**src/rtl/bu_pkg.sv**
```systemverilog
// bu_pkg: shared run-controller state encoding and default bus widths
package bu_pkg;
    typedef enum logic [1:0] {IDLE, RUN, HALT, TMO} bu_state_t;
    localparam int BU_ADDR_W = 12;
    localparam int BU_DATA_W = 16;
endpackage

```
**src/rtl/bu_trace_ring.sv**
```systemverilog
// bu_trace_ring: overwrite-on-full ring buffer of (address, data) store records
module bu_trace_ring #(
    parameter int DEPTH = 8,
    parameter int AW = 12,
    parameter int DW = 16,
    localparam int PW = $clog2(DEPTH),
    localparam int CW = PW + 1
) (
    input  logic          clk,
    input  logic          reset,
    input  logic          clear,
    input  logic          push,
    input  logic          pop,
    input  logic [AW-1:0] push_addr,
    input  logic [DW-1:0] push_data,
    output logic [CW-1:0] count,
    output logic [AW-1:0] head_addr,
    output logic [DW-1:0] head_data
);
    logic [AW-1:0] mem_addr [DEPTH];
    logic [DW-1:0] mem_data [DEPTH];
    logic [PW-1:0] head, tail;
    logic full, do_pop;
    assign full = count == CW'(DEPTH);
    assign do_pop = pop && count != '0;
    // pointers and occupancy; a push into a full ring drops the oldest entry
    always_ff @(posedge clk) begin
        if (reset || clear) begin
            head  <= '0;
            tail  <= '0;
            count <= '0;
        end else begin
            if (push) tail <= tail + PW'(1);
            if (do_pop || (push && full)) head <= head + PW'(1);
            if (push && !full && !do_pop) count <= count + CW'(1);
            else if (do_pop && !push) count <= count - CW'(1);
        end
    end
    // record storage, written at the tail
    always_ff @(posedge clk) begin
        if (push) begin
            mem_addr[tail] <= push_addr;
            mem_data[tail] <= push_data;
        end
    end
    // oldest entry, forced to zero when empty
    always_comb begin
        head_addr = count != '0 ? mem_addr[head] : '0;
        head_data = count != '0 ? mem_data[head] : '0;
    end
endmodule

```
**src/rtl/bu_run_monitor.sv**
```systemverilog
// bu_run_monitor: start/stop run FSM with cycle budget, stall-halt detection and store trace
module bu_run_monitor #(
    parameter int ADDR_W = bu_pkg::BU_ADDR_W,
    parameter int DATA_W = bu_pkg::BU_DATA_W,
    parameter int CYC_W = 16,
    parameter int MAX_CYCLES = 2000,
    parameter int STALL_LIMIT = 8,
    parameter int TRACE_DEPTH = 8
) (
    input  logic                         clk,
    input  logic                         reset,
    input  logic                         start,
    input  logic [ADDR_W-1:0]            Instruction_addressbus,
    input  logic [ADDR_W-1:0]            address_bus,
    input  logic [DATA_W-1:0]            data_bus,
    input  logic                         write_mode,
    output logic [CYC_W-1:0]             cycle,
    output logic                         running,
    output logic                         halted,
    output logic                         timeout,
    output logic [$clog2(TRACE_DEPTH):0] trace_count,
    input  logic                         trace_pop,
    output logic [ADDR_W-1:0]            trace_addr,
    output logic [DATA_W-1:0]            trace_data
);
    import bu_pkg::*;
    localparam int CNT_W = $clog2(MAX_CYCLES) > CYC_W ? $clog2(MAX_CYCLES) : CYC_W;
    localparam int SW = $clog2(STALL_LIMIT);
    localparam logic [CNT_W-1:0] SAT = CNT_W'({CYC_W{1'b1}});
    bu_state_t state, state_next;
    logic [CNT_W-1:0] cnt;
    logic [SW-1:0] stall;
    logic [ADDR_W-1:0] prev_ia;
    logic rearm, stall_hit, budget_hit;
    assign rearm = start && state != RUN;
    assign stall_hit = stall == SW'(STALL_LIMIT - 1);
    assign budget_hit = cnt == CNT_W'(MAX_CYCLES - 1);
    // state register
    always_ff @(posedge clk) begin
        state <= reset ? IDLE : state_next;
    end
    // next state: halt outranks timeout when both hit together
    always_comb begin
        state_next = rearm ? RUN : state != RUN ? state : stall_hit ? HALT : budget_hit ? TMO : RUN;
    end
    // cycle counter and stall detector advance only while staying in RUN
    always_ff @(posedge clk) begin
        if (reset) begin
            cnt     <= '0;
            stall   <= '0;
            prev_ia <= '0;
        end else begin
            prev_ia <= Instruction_addressbus;
            if (rearm) begin
                cnt   <= '0;
                stall <= '0;
            end else if (state_next == RUN) begin
                cnt   <= cnt + CNT_W'(1);
                stall <= Instruction_addressbus != prev_ia ? '0 : stall + SW'(1);
            end
        end
    end
    // status decode; the visible cycle count saturates if the budget outgrows it
    always_comb begin
        running = state == RUN;
        halted  = state == HALT;
        timeout = state == TMO;
        cycle   = cnt > SAT ? '1 : cnt[CYC_W-1:0];
    end
    bu_trace_ring #(.DEPTH(TRACE_DEPTH), .AW(ADDR_W), .DW(DATA_W)) u_trace (
        .clk(clk),
        .reset(reset),
        .clear(rearm),
        .push(state == RUN && write_mode),
        .pop(trace_pop),
        .push_addr(address_bus),
        .push_data(data_bus),
        .count(trace_count),
        .head_addr(trace_addr),
        .head_data(trace_data)
    );
endmodule

```
**config.mk**
```make
export PLATFORM = sky130hd
export DESIGN_NAME = bu_run_monitor
export DESIGN_NICKNAME = d
export VERILOG_FILES = /design/src/rtl/bu_pkg.sv /design/src/rtl/bu_trace_ring.sv /design/src/rtl/bu_run_monitor.sv
export SDC_FILE = /design/constraint.sdc
export NUM_CORES = 1
export LEC_CHECK = 0
export ABC_AREA = 1
export CORE_UTILIZATION = 62
export DETAILED_ROUTE_END_ITERATION = 6
export MAX_ROUTING_LAYER = met4
export PLACE_DENSITY = 0.85
export SLEW_MARGIN = 20
export SYNTH_ARGS = -nofsm -noshare
export SYNTH_HDL_FRONTEND = slang
export SYNTH_HIERARCHICAL = 1
export SYNTH_SLANG_ARGS = --single-unit
```
**constraint.sdc**
```tcl
create_clock -name clk -period 4.8 [get_ports clk]
set_clock_uncertainty 0.1 [all_clocks]
set_input_delay 0.96 -clock clk [delete_from_list [all_inputs] [get_ports clk]]
set_output_delay 0.96 -clock clk [all_outputs]
set_load 0.02 [all_outputs]
```
**After elaboration in Yosys (flattened, before gate mapping)**

Memories as Yosys holds them, arrays and structs flattened. A register that Yosys moved wholly into a read port is not among the register bits.
Cells that the tools add are included.

- Bits in registers: 43
- Bits in latches: 0
- Memory bits (writable): 224
- Memory bits (read-only): 0
- Input bits: 45
- Output and inout port bits: 51
- Word-level logic and storage cells: 56
- Memories: 2

- Add/subtract/negate cells: 6
- $mul: 0
- Div/mod/pow operators: 0
- $lt $le $gt $ge: 1
- Eq/ne operators: 9
- Shifts and indexed selects: 0
- Multiplexer cells: 16
- Bitwise gates (word level): 0
- Reduce and logical (&&, ||, !) cells: 15

Memories:

| name | words | bits a word | read ports | clocked after Yosys merged registers in | wr ports | RTL line | text |
|---|---|---|---|---|---|---|---|
| u_trace.mem_data | 8 | 16 | 1 | 1 | 1 | bu_trace_ring.sv:21 | `logic [DW-1:0] mem_data [DEPTH];` |
| u_trace.mem_addr | 8 | 12 | 1 | 1 | 1 | bu_trace_ring.sv:20 | `logic [AW-1:0] mem_addr [DEPTH];` |

Operator list:

| cell | count |
|---|---|
| two-way mux 16 bit | 2 |
| adder 16 x 1 -> 16 bit, second input constant | 1 |
| == test 16 x 11 -> 1 bit, second input constant | 1 |
| greater-than comparator 16 bit, second input constant | 1 |
| two-way mux 3 bit | 5 |
| two-way mux 12 bit | 1 |
| != test 12 bit | 1 |
| adder 3 x 1 -> 3 bit, second input constant | 3 |
| two-way mux 2 bit | 4 |
| two-way mux 4 bit | 2 |
| logical AND 1 bit | 7 |
| adder 4 x 1 -> 4 bit, second input constant | 1 |
| == test 2 x 1 -> 1 bit, second input constant | 2 |
| == test 2 bit, second input constant | 2 |
| == test 4 bit, second input constant | 1 |
| nonzero test 4 bit | 1 |
| subtractor 4 x 1 -> 4 bit, second input constant | 1 |
| == test 3 bit, second input constant | 1 |
| zero test 1 bit | 3 |
| logical OR 1 bit | 2 |
| two-way mux 1 bit | 2 |
| != test 2 x 1 -> 1 bit, second input constant | 1 |
| nonzero test 2 bit | 1 |
| OR reduction 2 bit | 1 |

**Depth between registers and ports, before layout**

Gate-level depths: netlist of the first run.

- Depth after elaboration: 6
- Depth in mapped cells: 12
- Depth with buffers taken out: 12

**Hierarchy**

The synthesis of the first run kept the hierarchy.

By module, submodules not included:

| module | times used | cells an instance | area an instance (um^2) |
|---|---|---|---|
| bu_trace_ring | 1 | 748 | 9402.8 |
| bu_run_monitor | 1 | 303 | 1865.5 |

**Worst setup path after synthesis of the first run**

OpenSTA, ideal clock, no wires.

- Kind: input port to flip-flop
- Start point: input port write_mode
- End point: memory u_trace.mem_addr[0][0] (enable)
- Arrival: 2869 ps
- Path slack: 1418 ps
- Stages on the path: 5
- Buffers on the path: 0
- Path through: inv_1 -> nor2_1 -> inv_1 -> or2_2 -> nor2_1

- Cells in the longest elaborated chain, start to end: 3

RTL lines:

| what | RTL line | text |
|---|---|---|
| from (decl) | bu_run_monitor.sv:16 | `input logic write_mode,` |
| logical AND 1 bit | bu_run_monitor.sv:74 | `.push(state == RUN && write_mode),` |
| two-way mux 1 bit | bu_trace_ring.sv:41 | `if (push) begin` |
| two-way mux 1 bit (implied by the code) | bu_trace_ring.sv:42 | `mem_addr[tail] <= push_addr;` |
| to (decl) | bu_trace_ring.sv:20 |  |

No other way between the ends.

==> results of run 1 <==
[logic make-up (layout without fill, tap and decap cells)]
family	count (synthesis)	in the layout	share of synthesized area (%)
compound gates	200	200	9.86
buf+inv	117	226	4.73
simple gates	446	446	15.8
flops	270	270	67.9
fa+ha+maj	8	8	0.955
xor+xnor	10	10	0.777
[cell usage after synthesis (all sizes together)]
library cell and count:
o22ai 28, clkbuf 16, dfxtp 46, a21o 1, nor2 268, nand4 16
xor2 3, nor3 1, buf 34, ha 7, a21oi 20, fa 1
edfxtp 224, nand3 23, inv 67, nand2 137, o211ai 28, or2 1
xnor2 7, o21ai 122, a21boi 1
[registers in the layout, summed over array words and instances (netlist names), named ones only]
signal	count
state	2
u_trace/mem_addr	96
u_trace/tail	3
cnt	16
stall	3
u_trace/count	4
prev_ia	12
u_trace/mem_data	128
u_trace/head	3
[metrics by stage]
step | setup WS [ns] | total power, W
after floorplan | 1.42 | 0.00330
after global placement | 1.19 | 0.00367
after detailed placement | 0.969 | 0.00370
after CTS | 0.388 | 0.00570
after global routing | 0.263 | 0.00590
final | 0.392 | 0.00569
[routing by layer]
layer  up-vias  GRT usage, %  part of all wire [%]  routed length [um]
met5         -             -                     0                   0
met4         0          12.8                   3.0                 777
met3        79          4.74                   8.5                2170
met2       405          48.2                    50               12900
met1      3892          34.4                    38                9720
li1       3810             -                     -                   -
[worst max-delay path: stages (launching register included)]
cell and delay [ns]:
dfxtp_2 0.55, inv_1 0.88, o21ai_0 0.29, o22ai_1 0.23, nor2_1 0.09, nor2_1 0.15
clkdlybuf4s50_1 0.61
[how the worst min path moves through the flow]
stage / from / to
finish: u_trace/head[0] / flop
global route: u_trace/head[0] / u_trace/head[0]
CTS: u_trace/head[0] / flop
detailed placement: u_trace/head[0] / u_trace/head[0]
global placement: u_trace/head[0] / u_trace/head[0]
floorplan: u_trace/head[0] / flop
[power groups by stage]
| stage | Clock, W | Combinational, W | Sequential (W) |
|---|---|---|---|
| after global routing | 0.00212 | 0.00115 | 0.00262 |
| after detailed placement | 0 | 0.00104 | 0.00266 |
| after floorplan | 0 | 0.000652 | 0.00265 |
| final | 0.00202 | 0.00106 | 0.00261 |
| after CTS | 0.00203 | 0.00106 | 0.00261 |
| after global placement | 0 | 0.00101 | 0.00266 |
[cell type report]
cell class                 instances  area (sq um)  share of cell area [%]
multi-input combinational        664          3110                    23.5
clock buffer                      36           709                    5.36
inverter                          67           251                    1.90
clock inverter                    11           124                   0.936
timing repair buffer             112          1100                    8.34
tap                              225           282                    2.13
sequential                       270          7650                    57.8
==> flow_metrics.py, run 1 <==
metrics = {
    "clock_tree": {
        "clockBufferDepth": 3,
        "root_buffer": "clkbuf_16",
        "path_clk_slew_ns": 0.06,
        "ctsResizeCount": 0,
        "ctsHoldBuffers": 0,
        "cts.sinks": 270,
        "cts_made_buffers": 26,
        "worstSkewPairLatency_ns": 0.53,
        "cts_tree": "built",
        "htreeDepth": 1,
        "cts_setup_buffers": 0,
    },
    "die": {
        "die_w_um": 137,
        "rows": 48,
        "core_area_sq_um": 17500,
        "initial_core_util_pct": 64.3,
        "boundaryPins": 96,
        "die_y_um": 137,
        "dieArea_sq_um": 18700,
    },
    "worst_setup_path": {
        "r2r_end": "u_trace/count[3]",
        "endpoint": "trace_addr[4]",
        "reg2regPathDepth": 13,
        "ff2ff_setup_slack_ns": 1.96,
        "worst_r2r_startpoint": "u_trace/count[0]",
        "critPathArrivalTime_ns": 3.35,
        "setup.worst_path.end_class": "primary output",
        "cp-start-kind": "flop",
        "critPathKind": "reg -> out",
        "worst_ep_required_time_ns": 3.74,
        "crit_fanout": 44,
    },
    "pwr": {
        "combPwrFrac_pct": 18.7,
        "p_sw_w": 0.00154,
        "power.density_nw_per_um2": 430,
        "power.leakage_nw": 4.74,
        "seq_power_share_pct": 45.9,
        "power.internal_w": 0.00415,
        "vdd_ir_drop_max_v": 0.000267,
        "power_frac_clock_pct": 35.4,
        "swShare_pct": 27.1,
    },
    "yosys": {
        "ys_seq_elements": 270,
        "avgSynthCellArea_sq_um": 10.7,
        "synth_fp_nets": 1104,
        "syn-cell-area_sq_um": 11300,
        "synth_area_leader_cell": "edfxtp_1",
        "yosysSeqAreaShare_pct": 67.9,
        "synth_top_area_share_pct": 59.7,
        "yosysUniqueCellTypes": 32,
        "synth_warnings": 6,
        "yosys-top-cells-area": "edfxtp_1, nor2_1, dfxtp_1, nand2_1, o21ai_0",
        "syn_inst": 1051,
    },
    "final_layout": {
        "num-fill-cells": 1135,
        "fin_cells": 1385,
        "final_cell_mix": "nor2_1, edfxtp_1, nand2_1",
        "diodes": 0,
        "nets": 1194,
        "layout-area-overhead-vs-synth_pct": 17.4,
        "layout-drive-gt1-share_pct": 6.12,
        "finalInstanceArea_sq_um": 13200,
        "final_common_cell": "nor2_1",
        "fin_util_pct": 75.4,
    },
    "place": {
        "port_buffers": 95,
        "hpwlAfterDp_um": 15000,
        "routabilityCongestion": 0.879,
        "dpl_cell_area_sq_um": 12400,
        "dp.cells": 1338,
    },
    "hold_path": {
        "hp-class": "reg -> reg",
        "hold_depth": 1,
    },
    "global_route": {
        "grt_max_degree": 113,
        "track_usage_pct": 28.7,
        "antenna_found_initial": 0,
        "grt_pass1_vias": 8130,
        "grt_overflow": 0,
        "grt_pass1_wl_um": 39800,
    },
    "sta": {
        "worst_slew_margin_rel_pct": 24.2,
        "drv_slew": 0,
        "finalSetupViolations": 0,
        "hold_slack_ns": 0.415,
        "timing.final.crit_share_pct": 91.8,
        "rsz0062_at_grt": "false",
        "timing.fmax_mhz": 227,
        "finalHoldViolCount": 0,
        "fin_crit_ns": 4.41,
        "fin_tns_setup_ns": 0,
        "worst_pin_slew_ns": 1.14,
    },
    "drt": {
        "totalWireLength_um": 25500,
        "dr.first_iter.drc_count": 948,
        "vias": 8186,
        "first_pass_iters": 5,
        "vias_per_cell": 5.91,
        "drtAntennaViolNets": 0,
        "drcViolationCount": 0,
        "wl_per_cell_um": 18.4,
    },
    "job": {
        "maxCapViolCount": 0,
    },
    "outcome": {
        "outcome": "finished, final reports clean",
    },
}
No activity file was read; power rests on OpenSTA's default activity.
==> inputs of run 2 (changes only) <==
==> constraint.sdc (replaced) <==
create_clock -name clk -period 4.8 [get_ports clk]
set_clock_uncertainty 0.1 [all_clocks]
set_input_delay 0.72 -clock clk [delete_from_list [all_inputs] [get_ports clk]]
set_output_delay 0.72 -clock clk [all_outputs]
set_load 0.02 [all_outputs]
==> run 2 against run 1 <==
Against the previous run: sequential share of layout area increased by 0.079 points; cell area fell by 0.10%; global-route usage down 0.34 points; setup slack better by 0.30 ns; total power fell by 0.33%; worst hold slack lost 0.0096 ns; wire length decreased by 0.98%; maximum frequency up 7.4%; final cell count fell by 0.14%; count of clock-buffer cells in the layout fell by 5; largest cell class unchanged; highest routed layer unchanged.
==> flow_metrics.py, run 2 (same netlist as run 1, synthesis figures left out) <==
metrics = {
    "outcome": {
        "outcome": "finished, final reports clean",
    },
    "worst_setup_path": {
        "slowest_delay_ns": 0.70,
        "worst_ep_required_time_ns": 3.98,
        "critPathKind": "reg -> out",
        "ff2ff_setup_slack_ns": 2.00,
        "r2r_end": "u_trace/mem_data[4][6]",
        "cp-start-kind": "flop",
        "setup.worst_path.end_class": "primary output",
        "critPathArrivalTime_ns": 3.29,
        "reg2regPathDepth": 7,
        "crit_top_cell": "nor2_1",
        "crit_fanout": 51,
        "slowest_stage": "inv_2",
        "worst_r2r_startpoint": "state[1]",
        "path_cells": "inv_2 -> buf_4 -> nor2_1 -> o211ai_1 -> nand2_1 -> nor2_1 -> clkdlybuf4s50_1",
    },
    "global_route": {
        "grt_overflow": 0,
        "grt_max_degree": 85,
        "antenna_found_initial": 1,
        "track_usage_pct": 28.4,
        "grt_pass1_wl_um": 39600,
        "grt_pass1_vias": 8011,
    },
    "drt": {
        "drtAntennaViolNets": 0,
        "vias": 8179,
        "dr.first_iter.drc_count": 867,
        "vias_per_cell": 5.91,
        "drcViolationCount": 0,
        "first_pass_iters": 5,
        "totalWireLength_um": 25300,
        "wl_per_cell_um": 18.3,
    },
    "final_layout": {
        "layout-area-overhead-vs-synth_pct": 17.3,
        "top_regs": "u_trace/mem_data: 128 flops, u_trace/mem_addr: 96 flops, cnt: 16 flops",
        "layout-drive-gt1-share_pct": 6.31,
        "num-fill-cells": 1126,
        "largest-register": "u_trace/mem_data",
        "final_common_cell": "nor2_1",
        "nets": 1190,
        "largest_register_ffs": 128,
        "final_cell_mix": "nor2_1, edfxtp_1, nand2_1",
        "finalInstanceArea_sq_um": 13200,
    },
    "clock_tree": {
        "cts_setup_buffers": 0,
        "cts.sinks": 270,
        "cts_made_buffers": 26,
        "clockBufferDepth": 3,
        "ctsHoldBuffers": 0,
        "path_clk_slew_ns": 0.06,
        "root_buffer": "clkbuf_16",
        "cts_tree": "built",
        "htreeDepth": 1,
        "ctsResizeCount": 0,
        "worstSkewPairLatency_ns": 0.54,
    },
    "place": {
        "hpwlAfterDp_um": 15100,
        "port_buffers": 95,
        "routabilityCongestion": 0.914,
        "dpl_cell_area_sq_um": 12400,
        "dp_worst_setup_slack_ns": 1.29,
    },
    "sta": {
        "setup_ws_ns": 0.694,
        "hold_slack_ns": 0.406,
        "finalHoldViolCount": 0,
        "worst_slew_margin_rel_pct": 28.0,
        "fin_tns_setup_ns": 0,
        "drv_slew": 0,
        "timing.fmax_mhz": 244,
        "fin_crit_ns": 4.11,
        "timing.final.crit_share_pct": 85.5,
        "finalSetupViolations": 0,
        "worst_pin_slew_ns": 1.08,
        "rsz0062_at_grt": "false",
    },
    "die": {
        "core_area_sq_um": 17500,
        "die_y_um": 137,
        "die_w_um": 137,
        "initial_core_util_pct": 64.3,
        "boundaryPins": 96,
        "rows": 48,
        "dieArea_sq_um": 18700,
    },
    "pwr": {
        "power.internal_w": 0.00413,
        "swShare_pct": 27.1,
        "power.leakage_nw": 4.74,
        "vdd_ir_drop_max_v": 0.000317,
        "p_total_w": 0.00567,
        "power_frac_clock_pct": 35.3,
        "seq_power_share_pct": 46.0,
        "p_sw_w": 0.00154,
        "combPwrFrac_pct": 18.7,
        "power.density_nw_per_um2": 429,
    },
    "hold_path": {
        "holdPathEnd": "u_trace/head[0]",
        "hp-class": "reg -> reg",
        "hp-start": "u_trace/head[0]",
        "hold_depth": 1,
    },
    "job": {
        "maxCapViolCount": 0,
    },
}
-- run 2: layout make-up --
type / count / area (sq um) / area share, %
Sequential cell: 270 / 7660 / 57.9
Multi-Input combinational cell: 664 / 3110 / 23.5
Timing Repair Buffer: 108 / 1070 / 8.12
Clock buffer: 31 / 679 / 5.14
Tap cell: 225 / 282 / 2.13
Inverter: 67 / 251 / 1.90
Clock inverter: 17 / 165 / 1.25
Antenna cell: 1 / 2.50 / 0.0189
-- run 2: layer usage --
layer  part of all wire (%)  vias to the layer above  track usage (%)  wire [um]
met5                      0                        -                -          0
met4                    2.4                        0             9.46        603
met3                    8.2                       62             4.63       2070
met2                     50                      413             48.0      12800
met1                     39                     3912             35.0       9850
li1                       -                     3792                -          -
-- run 2: how the worst max path moves through the flow --
| stage | startpoint | endpoint | slack [ns] |
|---|---|---|---|
| after floorplan | write_mode | u_trace/mem_addr[0][0] | 1.66 |
| after global placement | flop | trace_data[1] | 1.38 |
| after detailed placement | flop | trace_data[4] | 1.29 |
| after CTS | flop | trace_addr[10] | 0.75 |
| after global routing | flop | trace_addr[2] | 0.52 |
| final | flop | trace_data[13] | 0.69 |
-- run 2: power by group through the flow --
stage | combinational, W | clock, W | sequential (W)
floorplan | 0.000652 | 0 | 0.00265
global placement | 0.00101 | 0 | 0.00266
detailed placement | 0.00104 | 0 | 0.00266
CTS | 0.00105 | 0.00202 | 0.00261
global route | 0.00115 | 0.00211 | 0.00261
finish | 0.00106 | 0.00200 | 0.00261
-- run 2: per-stage QoR --
step	util (%)	cells
global placement	70.5	1334
global route	75.4	1383
floorplan	-	1051
detailed placement	70.5	1334
CTS	75.3	1382
finish	75.4	1383
-- run 2: worst max-delay path, delay by kind of cell (launching register included) --
kind	cells	cell delay (ns)
buffers and inverters	3	1.72
DFF	1	0.47
and+or+nand+nor	3	0.32
AOI/OAI and AO/OA	1	0.19
